<file path="config.mk">
export PLATFORM = sky130hd
export DESIGN_NAME = dmem_arbiter_flat
export DESIGN_NICKNAME = d
export VERILOG_FILES = /design/src/rtl/dmem_arbiter_if.sv /design/src/rtl/dmem_arbiter.sv /design/src/flat_wrapper.sv
export SDC_FILE = /design/constraint.sdc
export NUM_CORES = 1
export LEC_CHECK = 0
export ABC_AREA = 1
export CAP_MARGIN = 0
export CORE_UTILIZATION = 31
export CTS_BUF_LIST = sky130_fd_sc_hd__clkbuf_16
export CTS_CLUSTER_DIAMETER = 120
export DETAILED_ROUTE_END_ITERATION = 12
export GPL_TIMING_DRIVEN = 1
export PLACE_DENSITY = 0.78
export SETUP_SLACK_MARGIN = 0.4
export SLEW_MARGIN = 5
export SYNTH_ARGS = -nofsm -noshare
export SYNTH_HDL_FRONTEND = slang
export SYNTH_SLANG_ARGS = --single-unit
export TNS_END_PERCENT = 1
</file>
<file path="constraint.sdc">
create_clock -name clk -period 1.4 [get_ports clk]
set_clock_uncertainty 0.2 [all_clocks]
set_input_delay 0.35 -clock clk [delete_from_list [all_inputs] [get_ports clk]]
set_output_delay 0.35 -clock clk [all_outputs]
set_load 0.05 [all_outputs]
</file>
<file path="src/rtl/dmem_arbiter_if.sv">
// Requester and data-memory bundle for dmem_arbiter.
// The arbiter connects through the slave modport; requesters and the memory use master.
interface dmem_arbiter_if #(
  parameter int AW = 10,
  parameter int DW = 32
);
  logic          req_a;
  logic          we_a;
  logic [AW-1:0] addr_a;
  logic [DW-1:0] wdata_a;
  logic          gnt_a;
  logic          done_a;
  logic [DW-1:0] rdata_a;

  logic          req_b;
  logic          we_b;
  logic [AW-1:0] addr_b;
  logic [DW-1:0] wdata_b;
  logic          gnt_b;
  logic          done_b;
  logic [DW-1:0] rdata_b;

  logic [AW-1:0] mem_addr;
  logic          mem_we;
  logic          mem_re;
  logic [DW-1:0] mem_wdata;
  logic [DW-1:0] mem_rdata;

  modport slave (
    input  req_a, we_a, addr_a, wdata_a,
    output gnt_a, done_a, rdata_a,
    input  req_b, we_b, addr_b, wdata_b,
    output gnt_b, done_b, rdata_b,
    output mem_addr, mem_we, mem_re, mem_wdata,
    input  mem_rdata
  );

  modport master (
    output req_a, we_a, addr_a, wdata_a,
    input  gnt_a, done_a, rdata_a,
    output req_b, we_b, addr_b, wdata_b,
    input  gnt_b, done_b, rdata_b,
    input  mem_addr, mem_we, mem_re, mem_wdata,
    output mem_rdata
  );
endinterface

</file>
<file path="src/rtl/dmem_arbiter.sv">
// Two-port arbiter/sequencer for the single-port data memory; fixed 3-cycle transactions.
// Define DMEM_ARB_RR_EN for round-robin tie-breaking; otherwise port A has fixed priority.
module dmem_arbiter #(
  parameter int AW = 10,
  parameter int DW = 32
) (
  input  logic           clk,
  input  logic           r_n,
  dmem_arbiter_if.slave  bus
);

  typedef enum logic [1:0] {
    IDLE  = 2'd0,
    ISSUE = 2'd1,
    RESP  = 2'd2
  } state_t;

  state_t        state_q, state_d;
  logic [AW-1:0] mem_addr_q, mem_addr_d;
  logic [DW-1:0] mem_wdata_q, mem_wdata_d;
  logic          mem_we_q, mem_we_d;
  logic          mem_re_q, mem_re_d;
  logic          done_a_q, done_a_d;
  logic          done_b_q, done_b_d;
  logic          owner_b_q, owner_b_d;
  logic          rd_q, rd_d;
  logic          last_b_q, last_b_d;

  logic          tie_a;
  logic          grant_a, grant_b;
  logic          sel_we;
  logic [AW-1:0] sel_addr;
  logic [DW-1:0] sel_wdata;

`ifdef DMEM_ARB_RR_EN
  assign tie_a = last_b_q;
`else
  assign tie_a = 1'b1;
`endif

  always_comb begin
    grant_a = 1'b0;
    grant_b = 1'b0;
    if (state_q == IDLE) begin
      if (bus.req_a && (!bus.req_b || tie_a)) grant_a = 1'b1;
      else if (bus.req_b)                     grant_b = 1'b1;
    end
  end

  always_comb begin
    sel_we    = bus.we_a;
    sel_addr  = bus.addr_a;
    sel_wdata = bus.wdata_a;
    if (grant_b) begin
      sel_we    = bus.we_b;
      sel_addr  = bus.addr_b;
      sel_wdata = bus.wdata_b;
    end
  end

  always_comb begin
    state_d     = state_q;
    mem_addr_d  = mem_addr_q;
    mem_wdata_d = mem_wdata_q;
    mem_we_d    = mem_we_q;
    mem_re_d    = mem_re_q;
    done_a_d    = 1'b0;
    done_b_d    = 1'b0;
    owner_b_d   = owner_b_q;
    rd_d        = rd_q;
    last_b_d    = last_b_q;
    unique case (state_q)
      IDLE: begin
        if (grant_a || grant_b) begin
          mem_addr_d  = sel_addr;
          mem_wdata_d = sel_wdata;
          mem_we_d    = sel_we;
          mem_re_d    = !sel_we;
          owner_b_d   = grant_b;
          rd_d        = !sel_we;
          last_b_d    = grant_b;
          state_d     = ISSUE;
        end
      end
      ISSUE: begin
        // Strobes last one cycle; address/data hold so the memory sees a stable bus.
        mem_we_d = 1'b0;
        mem_re_d = 1'b0;
        done_a_d = !owner_b_q;
        done_b_d = owner_b_q;
        state_d  = RESP;
      end
      RESP: begin
        state_d = IDLE;
      end
      default: begin
        state_d = IDLE;
      end
    endcase
  end

  always_ff @(posedge clk or negedge r_n) begin
    if (!r_n) begin
      state_q     <= IDLE;
      mem_addr_q  <= '0;
      mem_wdata_q <= '0;
      mem_we_q    <= 1'b0;
      mem_re_q    <= 1'b0;
      done_a_q    <= 1'b0;
      done_b_q    <= 1'b0;
      owner_b_q   <= 1'b0;
      rd_q        <= 1'b0;
      last_b_q    <= 1'b1;
    end else begin
      state_q     <= state_d;
      mem_addr_q  <= mem_addr_d;
      mem_wdata_q <= mem_wdata_d;
      mem_we_q    <= mem_we_d;
      mem_re_q    <= mem_re_d;
      done_a_q    <= done_a_d;
      done_b_q    <= done_b_d;
      owner_b_q   <= owner_b_d;
      rd_q        <= rd_d;
      last_b_q    <= last_b_d;
    end
  end

  assign bus.gnt_a     = grant_a;
  assign bus.gnt_b     = grant_b;
  assign bus.done_a    = done_a_q;
  assign bus.done_b    = done_b_q;
  assign bus.rdata_a   = (done_a_q && rd_q) ? bus.mem_rdata : '0;
  assign bus.rdata_b   = (done_b_q && rd_q) ? bus.mem_rdata : '0;
  assign bus.mem_addr  = mem_addr_q;
  assign bus.mem_wdata = mem_wdata_q;
  assign bus.mem_we    = mem_we_q;
  assign bus.mem_re    = mem_re_q;

endmodule

</file>
<file path="src/flat_wrapper.sv">
// flat-port wrapper written by rule: the top's interface ports become plain ports
module dmem_arbiter_flat 
#(
  parameter int AW = 10,
  parameter int DW = 32
)
  (clk, r_n, bus_req_a, bus_we_a, bus_addr_a, bus_wdata_a, bus_gnt_a, bus_done_a, bus_rdata_a, bus_req_b, bus_we_b, bus_addr_b, bus_wdata_b, bus_gnt_b, bus_done_b, bus_rdata_b, bus_mem_addr, bus_mem_we, bus_mem_re, bus_mem_wdata, bus_mem_rdata);
  dmem_arbiter_if #(.AW(AW), .DW(DW)) bus_i ();
  input  logic clk;
  input  logic r_n;
  input wire logic [$bits(bus_i.req_a)-1:0] bus_req_a;
  input wire logic [$bits(bus_i.we_a)-1:0] bus_we_a;
  input wire logic [$bits(bus_i.addr_a)-1:0] bus_addr_a;
  input wire logic [$bits(bus_i.wdata_a)-1:0] bus_wdata_a;
  output wire logic [$bits(bus_i.gnt_a)-1:0] bus_gnt_a;
  output wire logic [$bits(bus_i.done_a)-1:0] bus_done_a;
  output wire logic [$bits(bus_i.rdata_a)-1:0] bus_rdata_a;
  input wire logic [$bits(bus_i.req_b)-1:0] bus_req_b;
  input wire logic [$bits(bus_i.we_b)-1:0] bus_we_b;
  input wire logic [$bits(bus_i.addr_b)-1:0] bus_addr_b;
  input wire logic [$bits(bus_i.wdata_b)-1:0] bus_wdata_b;
  output wire logic [$bits(bus_i.gnt_b)-1:0] bus_gnt_b;
  output wire logic [$bits(bus_i.done_b)-1:0] bus_done_b;
  output wire logic [$bits(bus_i.rdata_b)-1:0] bus_rdata_b;
  output wire logic [$bits(bus_i.mem_addr)-1:0] bus_mem_addr;
  output wire logic [$bits(bus_i.mem_we)-1:0] bus_mem_we;
  output wire logic [$bits(bus_i.mem_re)-1:0] bus_mem_re;
  output wire logic [$bits(bus_i.mem_wdata)-1:0] bus_mem_wdata;
  input wire logic [$bits(bus_i.mem_rdata)-1:0] bus_mem_rdata;
  assign bus_i.req_a = bus_req_a;
  assign bus_i.we_a = bus_we_a;
  assign bus_i.addr_a = bus_addr_a;
  assign bus_i.wdata_a = bus_wdata_a;
  assign bus_gnt_a = bus_i.gnt_a;
  assign bus_done_a = bus_i.done_a;
  assign bus_rdata_a = bus_i.rdata_a;
  assign bus_i.req_b = bus_req_b;
  assign bus_i.we_b = bus_we_b;
  assign bus_i.addr_b = bus_addr_b;
  assign bus_i.wdata_b = bus_wdata_b;
  assign bus_gnt_b = bus_i.gnt_b;
  assign bus_done_b = bus_i.done_b;
  assign bus_rdata_b = bus_i.rdata_b;
  assign bus_mem_addr = bus_i.mem_addr;
  assign bus_mem_we = bus_i.mem_we;
  assign bus_mem_re = bus_i.mem_re;
  assign bus_mem_wdata = bus_i.mem_wdata;
  assign bus_i.mem_rdata = bus_mem_rdata;
  dmem_arbiter #(.AW(AW), .DW(DW)) u_core (.clk(clk), .r_n(r_n), .bus(bus_i));
endmodule
</file>
After elaboration in Yosys (flattened, before gate mapping). Index checks and enable logic that the tools add are counted.

Output and inout bits: 112. Register bits after elaboration: 50. Word-level logic and storage cells: 38.

Mux-type cells: 18. Equality and inequality tests: 2. Reductions and logical operators: 9.

Operator list (number): $mux W32 (3); $mux W1 (10); $mux W10 (1); $pmux W1 S2 (2); $pmux W2 S2 (1); $reduce_and A2 Y1 (2); $eq A2 B1 Y1 const B (1); $logic_and A1 B1 Y1 (2); $logic_not A1 Y1 (2); $logic_not A2 Y1 (1); $mux W2 (1); $ne A2 B2 Y1 const B (1); $reduce_bool A2 Y1 (1); $logic_or A1 B1 Y1 (1).

Depth between registers and ports, before layout. Gate-level depths: netlist (run 1).

Depth after elaboration: 7. Mapped depth: 7. Gate-level depth less buffers: 7.

Least setup slack after synthesis (run 1). Ideal clock, no wire load.

Path type: flip-flop to output port. Start point: reg u_core.done_b_q (netlist: u_core.bus.done_b). End point: out bus_rdata_b[10]. Required time: 0.850 ns. Arrival: 1.686 ns. Slack: -0.836 ns. Stages on the path, launching flop included: 4. Cell sequence: dfrtp_1 > nand2_1 > clkbuf_1 > nor2_1.

Longest elaborated chain between the ends: 2.

RTL lines: start: declaration (RTL line dmem_arbiter.sv:24) `logic done_b_q, done_b_d;`; start signal: assignment (RTL line dmem_arbiter.sv:121) `done_b_q <= done_b_d;`; $logic_and A1 B1 Y1 (RTL line dmem_arbiter.sv:133) `assign bus.rdata_b = (done_b_q && rd_q) ? bus.mem_rdata : '0;`; $mux W32 (RTL line dmem_arbiter.sv:133); end: declaration (RTL line flat_wrapper.sv:24) `output wire logic [$bits(bus_i.rdata_b)-1:0] bus_rdata_b;`.

Every way passes these cells.

Worst setup path in the final report (run 1).
Start point: reg u_core.rd_q. End point: out bus_rdata_a[23].

Longest elaborated chain between the ends: 2.

RTL lines: start: declaration (RTL line dmem_arbiter.sv:26) `logic rd_q, rd_d;`; start signal: assignment (RTL line dmem_arbiter.sv:123) `rd_q <= rd_d;`; $logic_and A1 B1 Y1 (RTL line dmem_arbiter.sv:132) `assign bus.rdata_a = (done_a_q && rd_q) ? bus.mem_rdata : '0;`; $mux W32 (RTL line dmem_arbiter.sv:132); end: declaration (RTL line flat_wrapper.sv:17) `output wire logic [$bits(bus_i.rdata_a)-1:0] bus_rdata_a;`.

Every way passes these cells.

==> results of run 1 <==
==> through the flow <==
stage	setup slack, ps	utilization
floorplan	-299	-
global placement	-627	0.775
detailed placement	-683	0.775
CTS	-452	0.804
global route	-495	0.806
finish	-448	0.806
==> power groups by stage <==
stage | Clock (mW) | Sequential, mW | Combinational (mW)
after global placement | 0 | 2.97 | 10.4
after global routing | 1.42 | 3.10 | 11.3
final | 1.35 | 3.02 | 10.7
after floorplan | 0 | 4.87 | 3.36
after detailed placement | 0 | 3.01 | 10.6
after CTS | 1.37 | 3.02 | 10.8
==> repair_timing <==
item	CTS	global route
gates resized for setup	15	9
endpoints found under the hold margin	50	50
setup buffers	1	0
cloned	2	0
pin swaps	26	8
setup endpoints to repair	161	162
==> registers in the layout, summed over array words and instances (netlist names) <==
name / flops
u_core.bus.done_a: 1
u_core.bus.done_b: 1
u_core.bus.mem_addr: 10
u_core.bus.mem_re: 1
u_core.bus.mem_wdata: 32
u_core.bus.mem_we: 1
u_core.owner_b_q: 1
u_core.rd_q: 1
u_core.state_q: 2
==> kinds of logic after synthesis <==
logic type / synth area share
buf+inv: 0.150
simple gates: 0.433
compound gates: 0.00858
flops: 0.408
==> routing by layer <==
layer / GRT usage / share of wire / vias to the layer above / wire length (um)
met5: 0 / 0 / - / 0
met4: 0.0669 / 0.022 / 0 / 271
met3: 0.0766 / 0.097 / 20 / 1220
met2: 0.495 / 0.55 / 210 / 6910
met1: 0.247 / 0.33 / 1765 / 4140
li1: - / - / 1824 / -
==> worst min path at each step <==
stage,start,endpoint,slack (ps)
2_1_floorplan,r_n,u_core.bus.done_a,-150
3_3_place_gp,r_n,u_core.bus.mem_addr[0],160
3_5_place_dp,r_n,u_core.bus.mem_addr[0],160
4_1_cts,r_n,u_core.bus.mem_addr[0],-140
5_1_grt,r_n,u_core.bus.mem_addr[5],-140
6_report,r_n,u_core.bus.mem_addr[0],-160
==> placed cells by master (no fill, tap or decap), types with 2 or more instances in the layout <==
cell type	n
dfrtp_1	45
nand3b_1	42
buf_6	4
buf_4	9
dfrtp_2	5
nand2_4	2
buf_16	2
clkdlybuf4s50_1	118
nor2_1	2
clkbuf_16	5
inv_1	80
nand2_1	131
nor2_4	67
buf_12	122
inv_2	2
nand3_1	44
==> final cells by class <==
type / instances / share of cell area
clock buffers: 5 / 0.0165
inverters: 82 / 0.0422
flip-flops and latches: 50 / 0.166
repair buffers: 258 / 0.502
multi-input cells: 294 / 0.247
well taps: 129 / 0.0213
clock inverters: 3 / 0.00544
diodes: 1 / 0.000330
==> summary.md, run 1 <==
| Metric | Value |
|---|---|
| Antenna violations before repair | 1 |
| Worst Path Required | 850 ps |
| Reg area | 1260 um^2 |
| Hold Slack | -161 ps |
| Hold Crit Class | in2async |
| Unrepaired setup endpoints after global routing | yes |
| Routed Antenna Nets | 0 |
| Tmin final | 1850 ps |
| IO Pins | 234 |
| Main area contributors after synthesis | dfrtp_1 (41%), nand2_1 (16%), nand3b_1 (10%) |
| Per-cell routed wire length | 15.3 um |
| Final worst setup slack | -448 ps |
| Share of layout cells above drive strength 1 | 0.328 |
| Post-synth top area share | 0.408 |
| Worst setup endpoint | bus_rdata_a[23] |
| # clock sinks | 50 |
| Vias per cell | 4.65 |
| Outcome | finished, violations left |
| Syn avg cell area | 6.78 um^2 |
| Netlist Area Pre-Place | 3060 um^2 |
| Seq pwr share | 0.200 |
| Cells after synthesis | 452 |
| GR Util All Layers | 0.249 |
| FF+latch count, synth | 50 |
| Max-cap violations | 0 |
| Die height | 101 um |
| Ys flop type | dfrtp_1 |
| Multi-input gate area | between 1500 and 2000 um^2 |
| # setup viols final | 147 |
| Failing checks | hold timing, setup timing |
| Final nets | 813 |
| Port Buffers | 233 |
| Crit path DAT | 1300 ps |
| Finished Layout Cells | 822 |
| Crit end category | output port |
| Post-synth EDFFs | 0 |
| Pwr dens | about 2000 nW/um^2 |
| FMAX | roughly 540 MHz |
| R2R Setup Slk | -160 ps |
| Site Rows | 35 |
| Pint | a little under 8 mW |
| Initial Utilization | 0.325 |
| Slew HR | 0.817 |
| Count leader, synth | nand2_1 |
| Crit path largest cell delay | 450 ps |
| Starting DRT DRC Count | 133 |
| Placed Instances | 810 |
| Vias after detailed routing | around 3800 |
| CTS tree | yes |
| DRT Pass-1 Iters | 7 |
| Synth top cells by count | nand2_1 (133), inv_1 (79), nor2_1 (67), dfrtp_1 (50), nand3_1 (45) |
| FFs w/ async S/R, synth | 1.00 |
| DPL Wire Length | between 10000 and 15000 um |
| Die X | 101 um |
| Crit path buffers/inverters | 2 |
| Skew-Pair Late Insertion Delay | 280 ps |
| Clock buffer depth | 2 |
| TNS Setup | -30700 ps |
| P_sw | 7.17 mW |
| Sequential share of the synthesized area | 0.408 |
| Setup CP Type | reg2out |
| Final period util | 1.32 |
| Most used cell, CP | buf_12 |
| Largest net degree at the start of global routing | 51 |
| Comb pwr share | 0.710 |
| Largest area contributor in the netlist | dfrtp_1 |
| Core area | ~9400 um^2 |
| CTS Buf Count | 5 |
| Final Hold Fails | 50 |
| Clk pwr share | 0.090 |
| Slew Limit Fails | 0 |
| DP Area | 7300 um^2 |
| H-tree level count | 2 |
| CP top delay family | flip-flops |
| Synth warn | 0 |
| CP startpoint kind | flop |
| Drt drc | 0 |
| P&R area growth vs syn | 148% |
| Switching share of total power | 0.475 |
| GPL Wtd Cong | 0.811 |
| R2R Path Start | u_core.state_q[0] |
| Critical-path cell list | nand2_4 -> buf_12 -> nor2_4 -> buf_12 |
| Worst R2R End | u_core.bus.mem_addr[1] |
| Fillcell total | 568 |
| Post-synth net total | 574 |
| WL final | 12500 um |
| Cell with the largest stage delay on the worst path | dfrtp_2 |
| Total power | 15.1 mW |
| Die area | slightly above 10000 um^2 |
| Worst-path clk slew | around 70 ps |
| First-pass GRT wire length | 19700 um |
| Cell area after layout | 7590 um^2 |
| VDD IR max | 0.00140 V |
| First element of the critical path | u_core.rd_q |
| Critical-path maximum fanout | 11 |
| Yosys cell types | 17 |
| Reg2Reg Depth | 7 |
| Gr ovfl total | 0 |
| Vias in the first global route | roughly 4000 |
| Root Driver | clkbuf_16 |
| Worst slew pin tran | 275 ps |
| Critical path depth | 4 |
| Leakage dissipation | ~3.5 nW |
Power figures use the tool's default switching activity.
==> inputs of run 2 (changes only) <==
Settings changed: PLACE_DENSITY 0.78 to default, PLACE_DENSITY_LB_ADDON from default to 0.3.
==> summary.md, run 2 (synthesis gave the netlist of run 1 again) <==
| Metric | Value |
|---|---|
| Final Hold Fails | 46 |
| Worst-path clk slew | 70 ps |
| Tmin final | 1870 ps |
| Die height | ~100 um |
| IO Pins | 234 |
| Crit end category | output port |
| Commonest non-fill, non-tap cell in the layout | nand2_1 |
| Per-cell routed wire length | 15.8 um |
| TNS Setup | -34560 ps |
| Unrepaired setup endpoints after global routing | yes |
| Skew-Pair Late Insertion Delay | 280 ps |
| Reg2Reg Depth | 5 |
| P&R area growth vs syn | 151% |
| Setup CP Type | reg2out |
| Core area | 9420 um^2 |
| Max-cap violations | 0 |
| GR Util All Layers | 0.258 |
| DPL Wire Length | 10600 um |
| Die X | 101 um |
| Commonest non-fill, non-tap cells in the layout | nand2_1 (124), buf_12 (121), clkdlybuf4s50_1 (118), inv_1 (78), nor2_4 (64) |
| Vias in the first global route | 4039 |
| Final worst setup slack | -471 ps |
| Grt met2 use | 0.512 |
| Die area | ~10000 um^2 |
| DP Area | 7340 um^2 |
| Largest net degree at the start of global routing | 47 |
| CP startpoint kind | flop |
| Outcome | finished, violations left |
| FMAX | 535 MHz |
| Initial Utilization | 0.325 |
| M3 GR Usage | 0.0683 |
| VDD IR max | 0.00141 V |
| # clock sinks | 50 |
| Slew HR | 0.827 |
| Clock buffer depth | 2 |
| Pint | 7.85 mW |
| CTS Buf Count | 5 |
| CTS tree | yes |
| Pwr dens | 1970 nW/um^2 |
| Cell area after layout | 7680 um^2 |
| Seq pwr share | 0.200 |
| Vias per cell | ~4.7 |
| Port Buffers | 233 |
| Site Rows | 35 |
| Drt drc | 0 |
| Vias after detailed routing | 3883 |
| Antenna violations before repair | 0 |
| Worst slew pin tran | 260 ps |
| Comb pwr share | 0.723 |
| DRT Pass-1 Iters | 5 |
| Gr ovfl total | 0 |
| Starting DRT DRC Count | 135 |
| H-tree level count | 2 |
| Root Driver | clkbuf_16 |
| Hold Slack | -59.8 ps |
| Largest register FFs | 32 |
| Failing checks | hold timing, setup timing |
| R2R Setup Slk | -200 ps |
| # setup viols final | 156 |
| WL final | around 13000 um |
| Diodes inserted | 0 |
| R2R Path Start | u_core.state_q[0] |
| Share of layout cells above drive strength 1 | 0.349 |
| GPL Wtd Cong | around 0.78 |
| Critical-path maximum fanout | 7 |
| P_sw | between 7 and 8 mW |
| Clk pwr share | 0.077 |
| Final period util | 1.34 |
| Crit path DAT | 1320 ps |
| Slew Limit Fails | 0 |
| Hold Crit Class | in2async |
| Final nets | 824 |
| Worst R2R End | u_core.bus.mem_wdata[24] |
| Met1 usage | 0.255 |
| GRT Max-Usage Layer | met2 |
| First-pass GRT wire length | 20400 um |
| Leakage dissipation | 3.58 nW |
| Routed Antenna Nets | 0 |
| Switching share of total power | 0.481 |
| Worst Path Required | 850 ps |
-- run 2: worst max-delay path: stages, from the launching register on --
cell       delay [ps]
dfrtp_2           420
nand2_4           120
clkbuf_16         200
nor2_4            130
buf_12            150
-- run 2: cell type report --
cell class,count,area (um^2)
Tap cell,129,161
Clock buffer,5,125
Multi-Input combinational cell,294,1890
Sequential cell,50,1260
Fill cell,532,1730
Clock inverter,3,16.3
Timing Repair Buffer,269,3920
Inverter,82,313
-- run 2: through the flow --
stage / power, mW / hold slack [ps] / cells / setup slack, ps / util
2_1_floorplan: 8.24 / -146 / 452 / -299 / -
3_3_place_gp: 13.5 / -25.8 / 817 / -581 / 0.779
3_5_place_dp: 13.7 / -22.1 / 817 / -613 / 0.779
4_1_cts: 15.1 / 230 / 830 / -460 / 0.809
5_1_grt: 15.8 / -17.1 / 832 / -506 / 0.816
6_report: 15.1 / -59.8 / 832 / -471 / 0.816
-- run 2: worst max path at each step --
stage	startpoint	depth (start not counted)	slack [ps]	to
after floorplan	u_core.bus.done_a	3	-300	bus_rdata_a[0]
after global placement	bus_req_a	3	-580	bus_gnt_a
after global routing	u_core.rd_q	4	-510	bus_rdata_b[8]
after CTS	u_core.rd_q	4	-460	bus_rdata_a[10]
final	u_core.rd_q	4	-470	bus_rdata_b[8]
after detailed placement	bus_req_a	3	-610	bus_gnt_a
-- run 2: what timing repair did --
action / 4_1_cts / 5_1_grt
endpoints found under the setup margin: 161 / 208
pin swaps: 5 / 6
setup buffers: 3 / 0
cloned: 1 / 1
resized for setup: 25 / 13
hold buffers: 1 / 1
hold endpoints to repair: 50 / 4
-- run 2: power by group through the flow --
stage          Sequential [mW]  Combinational, mW  Clock, mW
6_report                  3.02               10.9       1.16
3_3_place_gp              2.97               10.5          0
4_1_cts                   3.03               10.9       1.19
3_5_place_dp              3.01               10.7          0
5_1_grt                   3.11               11.4       1.25
2_1_floorplan             4.87               3.36          0
-- run 2: layer usage --
layer,routed length [um],vias to the layer above
li1,-,1848
met1,4310,1813
met2,7410,189
met3,983,33
met4,449,0
met5,0,-
